--- config.mk ---
export PLATFORM = sky130hd
export DESIGN_NAME = raster_sched
export DESIGN_NICKNAME = d
export VERILOG_FILES = /design/src/rtl/raster_pkg.sv /design/src/rtl/raster_sched_fifo.sv /design/src/rtl/raster_sched.sv
export SDC_FILE = /design/constraint.sdc
export NUM_CORES = 1
export LEC_CHECK = 0
export CAP_MARGIN = 20
export CORE_ASPECT_RATIO = 0.5
export CORE_MARGIN = 4
export CORE_UTILIZATION = 50
export CTS_CLUSTER_DIAMETER = 40
export DETAILED_ROUTE_END_ITERATION = 7
export PLACE_DENSITY = 0.88
export SLEW_MARGIN = 20
export SYNTH_ARGS = -nofsm -noshare
export SYNTH_HDL_FRONTEND = slang
export SYNTH_HIERARCHICAL = 1
export SYNTH_SLANG_ARGS = --single-unit
--- constraint.sdc ---
create_clock -name raster_sched_clock_i -period 7.3 [get_ports raster_sched_clock_i]
set_input_delay 2.19 -clock raster_sched_clock_i [delete_from_list [all_inputs] [get_ports raster_sched_clock_i]]
set_output_delay 2.19 -clock raster_sched_clock_i [all_outputs]
set_load 0.1 [all_outputs]
--- src/rtl/raster_pkg.sv ---
// Shared types for the raster scheduler: packed triangle layout, field offsets,
// counter width and the zero-area test used by the optional culling stage.
package raster_pkg;

  localparam int COORD_W = 16;
  localparam int TRI_W   = 6 * COORD_W;
  localparam int CNT_W   = 16;

  localparam int AX_LSB = 0;
  localparam int AY_LSB = 16;
  localparam int BX_LSB = 32;
  localparam int BY_LSB = 48;
  localparam int CX_LSB = 64;
  localparam int CY_LSB = 80;

  typedef struct packed {
    logic [COORD_W-1:0] c_y;
    logic [COORD_W-1:0] c_x;
    logic [COORD_W-1:0] b_y;
    logic [COORD_W-1:0] b_x;
    logic [COORD_W-1:0] a_y;
    logic [COORD_W-1:0] a_x;
  } tri_t;

  // Signed area (b-a)x(c-a) is zero exactly when its two 33-bit cross terms match,
  // which avoids needing an extra bit for their difference.
  function automatic logic tri_is_degenerate(tri_t t);
    logic signed [32:0] ax, ay, bx, by, cx, cy;
    logic signed [32:0] p_xy, p_yx;
    ax = 33'($signed(t.a_x));
    ay = 33'($signed(t.a_y));
    bx = 33'($signed(t.b_x));
    by = 33'($signed(t.b_y));
    cx = 33'($signed(t.c_x));
    cy = 33'($signed(t.c_y));
    p_xy = (bx - ax) * (cy - ay);
    p_yx = (by - ay) * (cx - ax);
    return p_xy == p_yx;
  endfunction

endpackage

--- src/rtl/raster_sched_fifo.sv ---
// Triangle queue: DEPTH-entry circular buffer with occupancy counter and flush.
// Head output reads as zero while empty so no stale entry is ever presented.
module raster_sched_fifo
  import raster_pkg::*;
#(
  parameter int DEPTH = 4
) (
  input  logic             clk_i,
  input  logic             rst_ni,
  input  logic             push_i,
  input  logic [TRI_W-1:0] data_i,
  input  logic             pop_i,
  input  logic             flush_i,
  output logic [TRI_W-1:0] data_o,
  output logic             empty_o,
  output logic             full_o
);

  localparam int PTR_W = (DEPTH > 1) ? $clog2(DEPTH) : 1;

  logic [TRI_W-1:0] mem_q [DEPTH];
  logic [PTR_W-1:0] wr_ptr_q, rd_ptr_q;
  logic [PTR_W:0]   count_q;
  logic             push_ok, pop_ok;

  assign empty_o = (count_q == '0);
  assign full_o  = (count_q == (PTR_W+1)'(DEPTH));
  assign push_ok = push_i && !full_o && !flush_i;
  assign pop_ok  = pop_i && !empty_o && !flush_i;
  assign data_o  = empty_o ? '0 : mem_q[rd_ptr_q];

  always_ff @(posedge clk_i or negedge rst_ni) begin
    if (!rst_ni) begin
      wr_ptr_q <= '0;
      rd_ptr_q <= '0;
      count_q  <= '0;
    end else if (flush_i) begin
      wr_ptr_q <= '0;
      rd_ptr_q <= '0;
      count_q  <= '0;
    end else begin
      if (push_ok) wr_ptr_q <= wr_ptr_q + PTR_W'(1);
      if (pop_ok)  rd_ptr_q <= rd_ptr_q + PTR_W'(1);
      if (push_ok && !pop_ok)      count_q <= count_q + (PTR_W+1)'(1);
      else if (pop_ok && !push_ok) count_q <= count_q - (PTR_W+1)'(1);
    end
  end

  // Storage needs no reset: it is only visible through the occupancy-gated head.
  always_ff @(posedge clk_i) begin
    if (push_ok) mem_q[wr_ptr_q] <= data_i;
  end

endmodule

--- src/rtl/raster_sched.sv ---
// Two-requester round-robin triangle scheduler feeding one rasteriser through a FIFO.
// Define RASTER_SCHED_CULL_EN to drop zero-area triangles at acceptance.
module raster_sched
  import raster_pkg::*;
#(
  parameter int FIFO_DEPTH = 4
) (
  input  logic               raster_sched_clock_i,
  input  logic               raster_sched_reset_i,
  input  logic [TRI_W-1:0]   req0_tri_i,
  input  logic               req0_valid_i,
  output logic               req0_busy_o,
  input  logic [TRI_W-1:0]   req1_tri_i,
  input  logic               req1_valid_i,
  output logic               req1_busy_o,
  output logic [COORD_W-1:0] a_x_o,
  output logic [COORD_W-1:0] a_y_o,
  output logic [COORD_W-1:0] b_x_o,
  output logic [COORD_W-1:0] b_y_o,
  output logic [COORD_W-1:0] c_x_o,
  output logic [COORD_W-1:0] c_y_o,
  output logic               rast_valid_o,
  input  logic               rast_busy_i,
  input  logic               flush_i,
  output logic               idle_o,
  output logic [CNT_W-1:0]   tri_count_o,
  output logic [CNT_W-1:0]   cull_count_o
);

  logic             prio_q, prio_d;
  logic [CNT_W-1:0] tri_cnt_q, tri_cnt_d;
  logic             gnt0, gnt1, accept, cull, push, pop, full, empty;
  logic [TRI_W-1:0] acc_tri, head;

  // prio_q names the requester that wins when both are valid.
  assign gnt0 = req0_valid_i && (!req1_valid_i || !prio_q);
  assign gnt1 = req1_valid_i && (!req0_valid_i || prio_q);

  assign req0_busy_o = full || flush_i || gnt1;
  assign req1_busy_o = full || flush_i || gnt0;

  assign accept  = (gnt0 || gnt1) && !full && !flush_i;
  assign acc_tri = gnt1 ? req1_tri_i : req0_tri_i;
  assign push    = accept && !cull;
  assign pop     = !empty && !rast_busy_i && !flush_i;

  always_comb begin
    prio_d    = accept ? gnt0 : prio_q;
    tri_cnt_d = tri_cnt_q + CNT_W'(pop);
  end

  always_ff @(posedge raster_sched_clock_i or negedge raster_sched_reset_i) begin
    if (!raster_sched_reset_i) begin
      prio_q    <= 1'b0;
      tri_cnt_q <= '0;
    end else begin
      prio_q    <= prio_d;
      tri_cnt_q <= tri_cnt_d;
    end
  end

`ifdef RASTER_SCHED_CULL_EN
  logic [CNT_W-1:0] cull_cnt_q, cull_cnt_d;

  assign cull       = tri_is_degenerate(tri_t'(acc_tri));
  assign cull_cnt_d = cull_cnt_q + CNT_W'(accept && cull);

  always_ff @(posedge raster_sched_clock_i or negedge raster_sched_reset_i) begin
    if (!raster_sched_reset_i) cull_cnt_q <= '0;
    else                       cull_cnt_q <= cull_cnt_d;
  end

  assign cull_count_o = cull_cnt_q;
`else
  assign cull         = 1'b0;
  assign cull_count_o = '0;
`endif

  raster_sched_fifo #(
    .DEPTH (FIFO_DEPTH)
  ) u_fifo (
    .clk_i   (raster_sched_clock_i),
    .rst_ni  (raster_sched_reset_i),
    .push_i  (push),
    .data_i  (acc_tri),
    .pop_i   (pop),
    .flush_i (flush_i),
    .data_o  (head),
    .empty_o (empty),
    .full_o  (full)
  );

  assign a_x_o        = head[AX_LSB +: COORD_W];
  assign a_y_o        = head[AY_LSB +: COORD_W];
  assign b_x_o        = head[BX_LSB +: COORD_W];
  assign b_y_o        = head[BY_LSB +: COORD_W];
  assign c_x_o        = head[CX_LSB +: COORD_W];
  assign c_y_o        = head[CY_LSB +: COORD_W];
  assign rast_valid_o = !empty;
  assign idle_o       = empty;
  assign tri_count_o  = tri_cnt_q;

endmodule

# Word-level counts from Yosys, hierarchy flattened
# Memory sizes are Yosys's and may differ from the RTL's.
# Cells that the tools add are included.
# op_classes
add_sub_neg,5
n_mux,11
eq_ne,1
reduce_logical,31
# op_table
op,n
96-bit two-way mux,2
16-bit by 1-bit adder with 16-bit output,1
1-bit logical AND,12
1-bit zero test,9
3-bit two-way mux,3
2-bit two-way mux,4
1-bit logical OR,6
"2-bit by 1-bit adder with 2-bit output, second input constant",2
2-bit nonzero test,2
"3-bit by 1-bit adder with 3-bit output, second input constant",1
"3-bit equality test, second input constant",1
3-bit zero test,1
3-bit nonzero test,1
"3-bit by 1-bit subtractor with 3-bit output, second input constant",1
1-bit two-way mux,2
# word_totals
mem_bits_rw,384
inputBits,198
wordCells,54
register_bits,24
mem_count,1
# mem_list
name,depth,word_bits,rd,rd_ports_with_merged_regs,wr,line,source
u_fifo.mem_q,4,96,1,0,1,raster_sched_fifo.sv:21,logic [TRI_W-1:0] mem_q [DEPTH];

# Logic depth before layout (Yosys ltp)
# Gate-level depths: netlist of the first run.
# logic_depth
ltp_word,13
depth_mapped,11

# Modules after synthesis
# The synthesis of the first run kept the hierarchy.
# by_module_without_submodules
mod,n_inst,area_each_um2,cells_per_inst
raster_sched_fifo,1,15043.2,668
raster_sched,1,2065.7,196

# Worst setup path after synthesis of the first run
# No wires, ideal clock.
# synth_timing
path_kind,input port to flip-flop
start,input flush_i
end,memory u_fifo/mem_q[0][0] (netlist name) (enable)
t_arrival_ps,5271
path_slack_ps,1563
stages,5
n_path_buf,0
setup_ps,466
path_cell_list,nor2_1 -> o21a_1 -> inv_1 -> nor3_1 -> and2_1
# synth_via
elab_chain_cells,6
# synth_lines
item,line,source
start: declaration,raster_sched.sv:24,"input logic flush_i,"
1-bit zero test,raster_sched.sv:42,assign accept = (gnt0 || gnt1) && !full && !flush_i;
1-bit logical AND,raster_sched.sv:42,
named net accept,raster_sched.sv:32,"logic gnt0, gnt1, accept, cull, push, pop, full, empty;"
1-bit logical AND (2 in a row),raster_sched_fifo.sv:28,assign push_ok = push_i && !full_o && !flush_i;
1-bit two-way mux,raster_sched_fifo.sv:51,if (push_ok) mem_q[wr_ptr_q] <= data_i;
1-bit two-way mux (not written as such),raster_sched_fifo.sv:51,
end: declaration,raster_sched_fifo.sv:21,
# The timed path passes the listed nets, and every way through them passes these cells.

# Worst setup path in the final report of the first run
# layout_timing
start,register u_fifo.rd_ptr_q[0]
end,output b_x_o[4]
# layout_via
elab_chain_cells,2
# layout_lines
item,line,source
start: declaration,raster_sched_fifo.sv:22,"logic [PTR_W-1:0] wr_ptr_q, rd_ptr_q;"
start signal: assignment,raster_sched_fifo.sv:43,if (pop_ok) rd_ptr_q <= rd_ptr_q + PTR_W'(1);
memory 4 x 96 bit,n/a,
96-bit two-way mux,raster_sched_fifo.sv:30,assign data_o = empty_o ? '0 : mem_q[rd_ptr_q];
end: declaration,raster_sched.sv:18,"output logic [COORD_W-1:0] b_x_o,"
# No other way between the ends.

==> summary.md, run 1 <==
| Metric | Value |
|---|---|
| Row Count | 47 |
| Relative slew slack | 0.275 |
| Layout cell share with drive strength beyond 1 | 0.210 |
| Max cap viols | 0 |
| Reg2Reg Setup Slack | 3650 ps |
| Initial antenna violation count | 0 |
| CTS Buf Count | 39 |
| Avg WL per Cell | 25.3 um |
| Crit-path cells | buf_4 > mux4_2 > nor2b_1 > clkdlybuf4s50_1 |
| Hpwl dp | 24700 um |
| Crit path launch type | flop |
| Fin. Hold Viols | 0 |
| Slowest-stage cell, CP | clkdlybuf4s50_1 |
| Initial Util | 0.512 |
| Cell family with most CP delay | buffers and inverters |
| Placer Congestion | 0.757 |
| Die Area | roughly 37000 um2 |
| Hold Path Sink | tri_count_o[15]$_DFF_PN0_ |
| Tcrit/Tclk final | 0.824 |
| Pin count of the biggest net entering global routing | 78 |
| DRC | 0 |
| Reg2reg end | u_fifo/mem_q[0][77]$_DFFE_PP_ |
| Design area | ~22000 um2 |
| Clk_lat worst skew | 540 ps |
| P_leak | approximately 0.0072 uW |
| Post-synth EDFFs | 384 |
| Area after DPL | 20600 um2 |
| Endpoints failing setup | 0 |
| Post-CTS setup repair buffer count | 0 |
| Clk buf depth | 3 |
| Vias | 9390 |
| RR Startpoint | u_fifo/count_q[2]$_DFFE_PN0P_ |
| Netlist Area Pre-Place | about 17000 um2 |
| Worst setup path category | reg -> out |
| Status | completed |
| Max incr delay on CP | 1020 ps |
| Final setup skew | 15.9 ps |
| Core area | 33400 um2 |
| First-pass GRT wire length | approximately 63000 um |
| Worst Path Buf+Inv | 2 |
| CP Data Required Time | 5110 ps |
| Synth warn | 6 |
| Commonest non-fill, non-tap cells in the layout | 384 x edfxtp_1, 310 x clkdlybuf4s50_1, 96 x mux4_2, 96 x nor2b_1, 69 x mux2_2 |
| CTS tree | yes |
| Final Core Density | 0.660 |
| # port buffers | 313 |
| Chip height | approximately 140 um |
| GRT overflow | 0 |
| Peak VDD IR | 253 uV |
| Diodes inserted | 0 |
| Final worst path period need | 6020 ps |
| FFs w/ async S/R, synth | 0.0588 |
| IO Count | 330 |
| R2R cell count | 7 |
| Post-synthesis average cell area | 19.8 um2 |
| DRT iter0 DRCs | 838 |
| Hold Buf Count CTS | 0 |
| #FFs+latches synth | 408 |
| Fill count | 1983 |
| Crit path max fanout | 32 |
| RSZ-0062 raised after global routing | false |
| Clock sink count | just over 400 |
| Vias in the first global route | 10257 |
| CP Capture Type | output pin |
| Hold depth | 1 |
| CTS H-Tree Depth | 2 |
| CP arrival | 3830 ps |
| Unique cell type count in the Yosys netlist | 45 |
| First-pass DRT Iterations | 4 |
| Power per cell area | around 420 nW/um2 |
| Vias per inst | about 5.7 |
| Sequential fraction of the synthesis area | 0.709 |
| Worst-path clk slew | 70 ps |
| Fmax | 166 MHz |
| Max Slew Vio Count | 0 |
| Nets | 1390 |
| Most common cell after layout, fill and taps aside | edfxtp_1 |
| Worst min-delay path category | reg -> reg |
| Post-DRT Antenna Nets | 0 |
| TNS Setup | 0 ps |
| GRT Resource Usage Total | 0.217 |
| Dominant synthesized flop cell | edfxtp_1 |
| PostCTS Resize Cnt | 0 |
| Layout area overhead | 28.8% |
| CTS root buf | clkbuf_16 |
| Final wirelength | 41800 um |
| Gate Count Post-Synth | between 800 and 900 |
| Hold wc startpoint | tri_count_o[15]$_DFF_PN0_ |
| Worst slew pin tran | 1080 ps |
| Die Wd | 270 um |
registers in the layout (all words and copies together) (netlist names):
register,flops
u_fifo/wr_ptr_q,2
u_fifo/mem_q,384
u_fifo/count_q,3
prio_q,1
tri_count_o,16
u_fifo/rd_ptr_q,2
power breakdown:
group          switching (uW)  internal, uW  leakage (uW)
Combinational            3190           998       0.00271
Sequential               96.1          2770       0.00378
Clock                     897          1290      0.000668
cells in the mapped netlist, types with 2 or more instances:
| library cell | number | area share |
|---|---|---|
| nand4_1 | 4 | 0.0015 |
| nor3_1 | 6 | 0.0018 |
| nand2_1 | 8 | 0.0018 |
| xor2_1 | 12 | 0.0061 |
| dfrtp_1 | 24 | 0.035 |
| buf_4 | 22 | 0.0097 |
| nor2b_1 | 96 | 0.035 |
| mux2i_1 | 2 | 0.0012 |
| and2_1 | 4 | 0.0015 |
| mux4_2 | 96 | 0.13 |
| buf_2 | 19 | 0.0056 |
| nand3b_1 | 3 | 0.0013 |
| a21oi_1 | 3 | 0.00088 |
| o21ai_0 | 2 | 0.00059 |
| ha_1 | 7 | 0.0051 |
| nor2_1 | 12 | 0.0026 |
| buf_6 | 6 | 0.0039 |
| mux2_1 | 29 | 0.019 |
| mux2_2 | 69 | 0.045 |
| nand3_1 | 5 | 0.0015 |
| o21a_1 | 2 | 0.00088 |
| clkbuf_1 | 12 | 0.0026 |
| nor4_1 | 6 | 0.0022 |
| xnor2_1 | 4 | 0.0020 |
| inv_1 | 8 | 0.0018 |
| edfxtp_1 | 384 | 0.67 |
layer usage:
| layer | vias up | part of all wire | global-route usage |
|---|---|---|---|
| li1 | 4041 | - | - |
| met2 | 357 | 0.56 | 0.406 |
| met4 | 0 | 0.049 | 0.0997 |
| met1 | 4865 | 0.35 | 0.248 |
| met5 | - | 0 | 0 |
| met3 | 127 | 0.046 | 0.0346 |
logic make-up after synthesis:
logic type               count (synthesis)  synth area share
XOR/XNOR                                16           0.00819
AND/OR/NAND/NOR                        149            0.0517
adder cells (fa/ha/maj)                  8           0.00629
other                                    1          0.000219
AO/OA/AOI/OAI                           15           0.00636
multiplexers                           196             0.192
buffers and inverters                   71            0.0261
flip-flops                             408             0.709
worst reg2reg max path: stages (launching register included):
cell,delay (ps)
dfrtp_1,520
nor3b_1,280
nor2_1,290
o21a_1,320
inv_1,170
nor3_1,560
and2_4,670
buf_12,440
through the flow:
stage	total power, uW	worst slack (ps)	hold WS, ps	instances
after CTS	9280	1210	476	1652
after global routing	9490	1080	510	1653
after global placement	7000	1600	466	1583
final	9230	1280	481	1653
after detailed placement	7060	1560	465	1583
after floorplan	6030	1560	492	879
layout make-up:
type / instances / area, um2 / area share
clock buffers: 43 / 1030 / 0.0469
clock inverters: 26 / 350 / 0.0159
inverters: 9 / 33.8 / 0.00153
multi-input cells: 400 / 4610 / 0.209
flip-flops and latches: 408 / 12100 / 0.551
well taps: 441 / 552 / 0.0250
repair buffers: 326 / 3320 / 0.150
worst max path at each step:
stage | from | end | cells past startpoint
6_report | u_fifo/rd_ptr_q[0]$_DFFE_PN0P_ | b_x_o[4] | 4
5_1_grt | u_fifo/rd_ptr_q[0]$_DFFE_PN0P_ | b_x_o[4] | 4
4_1_cts | u_fifo/rd_ptr_q[0]$_DFFE_PN0P_ | b_x_o[4] | 4
3_5_place_dp | flush_i | req0_busy_o | 4
3_3_place_gp | flush_i | req0_busy_o | 4
2_1_floorplan | flush_i | u_fifo/mem_q[0][0]$_DFFE_PP_ | 5
No activity file was read; power rests on OpenSTA's default activity.
==> run 2: changes to the inputs <==
- clock period: 7.3 -> 6.3 ns (I/O delays scaled with it)
==> run 2 against run 1 <==
  * First-iteration DRC count decreased by 13%
  * Die area unchanged
  * Clock skew decreased by 1.6 ps
  * Worst setup slack got worse by 510 ps
  * Count of clock-buffer cells in the layout unchanged
  * Final cell count increased by 0.30%
  * Worst hold slack improved by 44 ps
  * Flip-flop and latch count unchanged
  * Sequential share of layout area increased by 0.14 points
  * Clock power increased by 8%
  * Register-to-register slack got worse by 750 ps
==> summary.md, run 2 (synthesized netlist as in run 1, its figures left out) <==
| Metric | Value |
|---|---|
| Status | completed |
| Final wirelength | 40400 um |
| Initial Util | 0.512 |
| Fin. Hold Viols | 0 |
| CTS H-Tree Depth | 2 |
| Clk_lat worst skew | 530 ps |
| TNS Setup | 0 ps |
| First-pass DRT Iterations | 5 |
| Largest register FFs | 384 |
| Vias | 9252 |
| Diodes inserted | 0 |
| Avg WL per Cell | 24.4 um |
| PostCTS Resize Cnt | 0 |
| Max Slew Vio Count | 0 |
| CP arrival | 3640 ps |
| Initial antenna violation count | 0 |
| Relative slew slack | 0.279 |
| CP Data Required Time | approximately 4400 ps |
| Worst min-delay path category | reg -> reg |
| Crit path max fanout | 30 |
| Clk buf depth | 3 |
| Top reg by flops | u_fifo/mem_q |
| Max cap viols | 0 |
| Endpoints failing setup | 0 |
| Switching Share | 0.455 |
| Die Wd | 270 um |
| Core area | 33400 um2 |
| Clock sink count | 408 |
| DP Worst Slack | ~1200 ps |
| Area taken by multi-input logic gates | 4610 um2 |
| Worst Path Buf+Inv | 2 |
| CTS root buf | clkbuf_16 |
| Crit path launch type | flop |
| Slowest-stage cell, CP | clkdlybuf4s50_1 |
| Comb power frac | 0.460 |
| Commonest non-fill, non-tap cells in the layout | 384 x edfxtp_1, 310 x clkdlybuf4s50_1, 96 x mux4_2, 96 x nor2b_1, 69 x mux2_2 |
| Final worst path period need | 5530 ps |
| Worst-path clk slew | 70 ps |
| Post-CTS setup repair buffer count | 0 |
| First-pass GRT wire length | 61900 um |
| DRC | 0 |
| Switching pwr | 4780 uW |
| Layout area overhead | 28.5% |
| Vias in the first global route | roughly 10000 |
| IO Count | 330 |
| Hpwl dp | 25400 um |
| CP Capture Type | output pin |
| Placer Congestion | just under 0.8 |
| Area after DPL | 20700 um2 |
| Cell family with most CP delay | buffers and inverters |
| Register Area | 12100 um2 |
| Most common cell after layout, fill and taps aside | edfxtp_1 |
| P_leak | 0.00715 uW |
| DRT iter0 DRCs | 729 |
| Worst setup path category | reg -> out |
| Internal Power | between 5000 and 6000 uW |
| Fill count | 2064 |
| Worst slew pin tran | ~1100 ps |
| Crit-path cells | buf_4 > mux4_2 > nor2b_1 > clkdlybuf4s50_1 |
| Final setup skew | 14.2 ps |
| Clock Power Share | 0.225 |
| Flop pwr share | 0.316 |
| Post-DRT Antenna Nets | 0 |
| GRT overflow | 0 |
| Hold Buf Count CTS | 0 |
| Die Area | about 37000 um2 |
| GRT Resource Usage Total | 0.214 |
| Vias per inst | approximately 5.6 |
| Power per cell area | 478 nW/um2 |
| Row Count | 47 |
| Peak VDD IR | 322 uV |
| CTS Buf Count | 38 |
| Post-route setup slack | 769 ps |
| CTS tree | yes |
| Chip height | 139 um |
| Design area | 22000 um2 |
| Nets | 1394 |
| Fmax | 181 MHz |
| RSZ-0062 raised after global routing | false |
| Layout cell share with drive strength beyond 1 | 0.212 |
| Tcrit/Tclk final | 0.878 |
| Max incr delay on CP | around 1100 ps |
| Pin count of the biggest net entering global routing | 78 |
| # port buffers | about 310 |
-- run 2: cell types whose count changed in the layout (fill, tap and decap cells not counted), sizes merged --
cell	previous run	this run
buf	16	21
inv	12	10
bufinv	7	4
clkinv	13	18
-- run 2: worst reg2reg max path: stages (launching register included) --
cell and delay (ps):
dfrtp_1 510, nor3b_1 280, nor2_1 280, o21a_1 310, inv_1 180, nor3_1 480
and2_4 510, buf_4 500
-- run 2: per-stage QoR --
stage          hold slack [ps]   util  instances  total power [uW]
3_3_place_gp               468  0.619       1589              8120
5_1_grt                    532  0.658       1658             10800
2_1_floorplan              492      -        879              6980
4_1_cts                    522  0.658       1658             10600
3_5_place_dp               494  0.619       1589              8190
6_report                   525  0.658       1658             10500
-- run 2: final cells by class --
| class | count | area share |
|---|---|---|
| multi-input cells | 400 | 0.210 |
| well taps | 441 | 0.0251 |
| clock inverters | 26 | 0.0120 |
| flip-flops and latches | 408 | 0.552 |
| clock buffers | 43 | 0.0470 |
| inverters | 9 | 0.00154 |
| repair buffers | 331 | 0.152 |
-- run 2: power groups by stage --
stage               Sequential [uW]  Combinational, uW  Clock [uW]
floorplan                      3420               3560           0
global placement               3350               4770           0
detailed placement             3370               4820           0
CTS                            3320               4860        2390
global route                   3330               4960        2510
finish                         3320               4830        2360
-- run 2: final timing paths --
path / from / to / slack, ps / depth (start not counted)
setup / recovery: u_fifo/rd_ptr_q[0]$_DFFE_PN0P_ / b_y_o[14] / 770 / 4
min in group asynchronous: raster_sched_reset_i / tri_count_o[12]$_DFF_PN0_ / 1350 / 1
max in group asynchronous: raster_sched_reset_i / u_fifo/rd_ptr_q[0]$_DFFE_PN0P_ / 4530 / 1
hold reg to reg: tri_count_o[5]$_DFF_PN0_ / tri_count_o[5]$_DFF_PN0_ / 520 / 1
setup reg to reg: u_fifo/count_q[2]$_DFFE_PN0P_ / u_fifo/mem_q[0][29]$_DFFE_PP_ / 2900 / 7
hold / removal: tri_count_o[5]$_DFF_PN0_ / tri_count_o[5]$_DFF_PN0_ / 520 / 1
-- run 2: layer usage --
metal / wire, um / vias up / track usage
li1: - / 4063 / -
met1: 14600 / 4787 / 0.249
met2: 22700 / 291 / 0.400
met3: 1420 / 111 / 0.0313
met4: 1710 / 0 / 0.0928
met5: 0 / - / 0
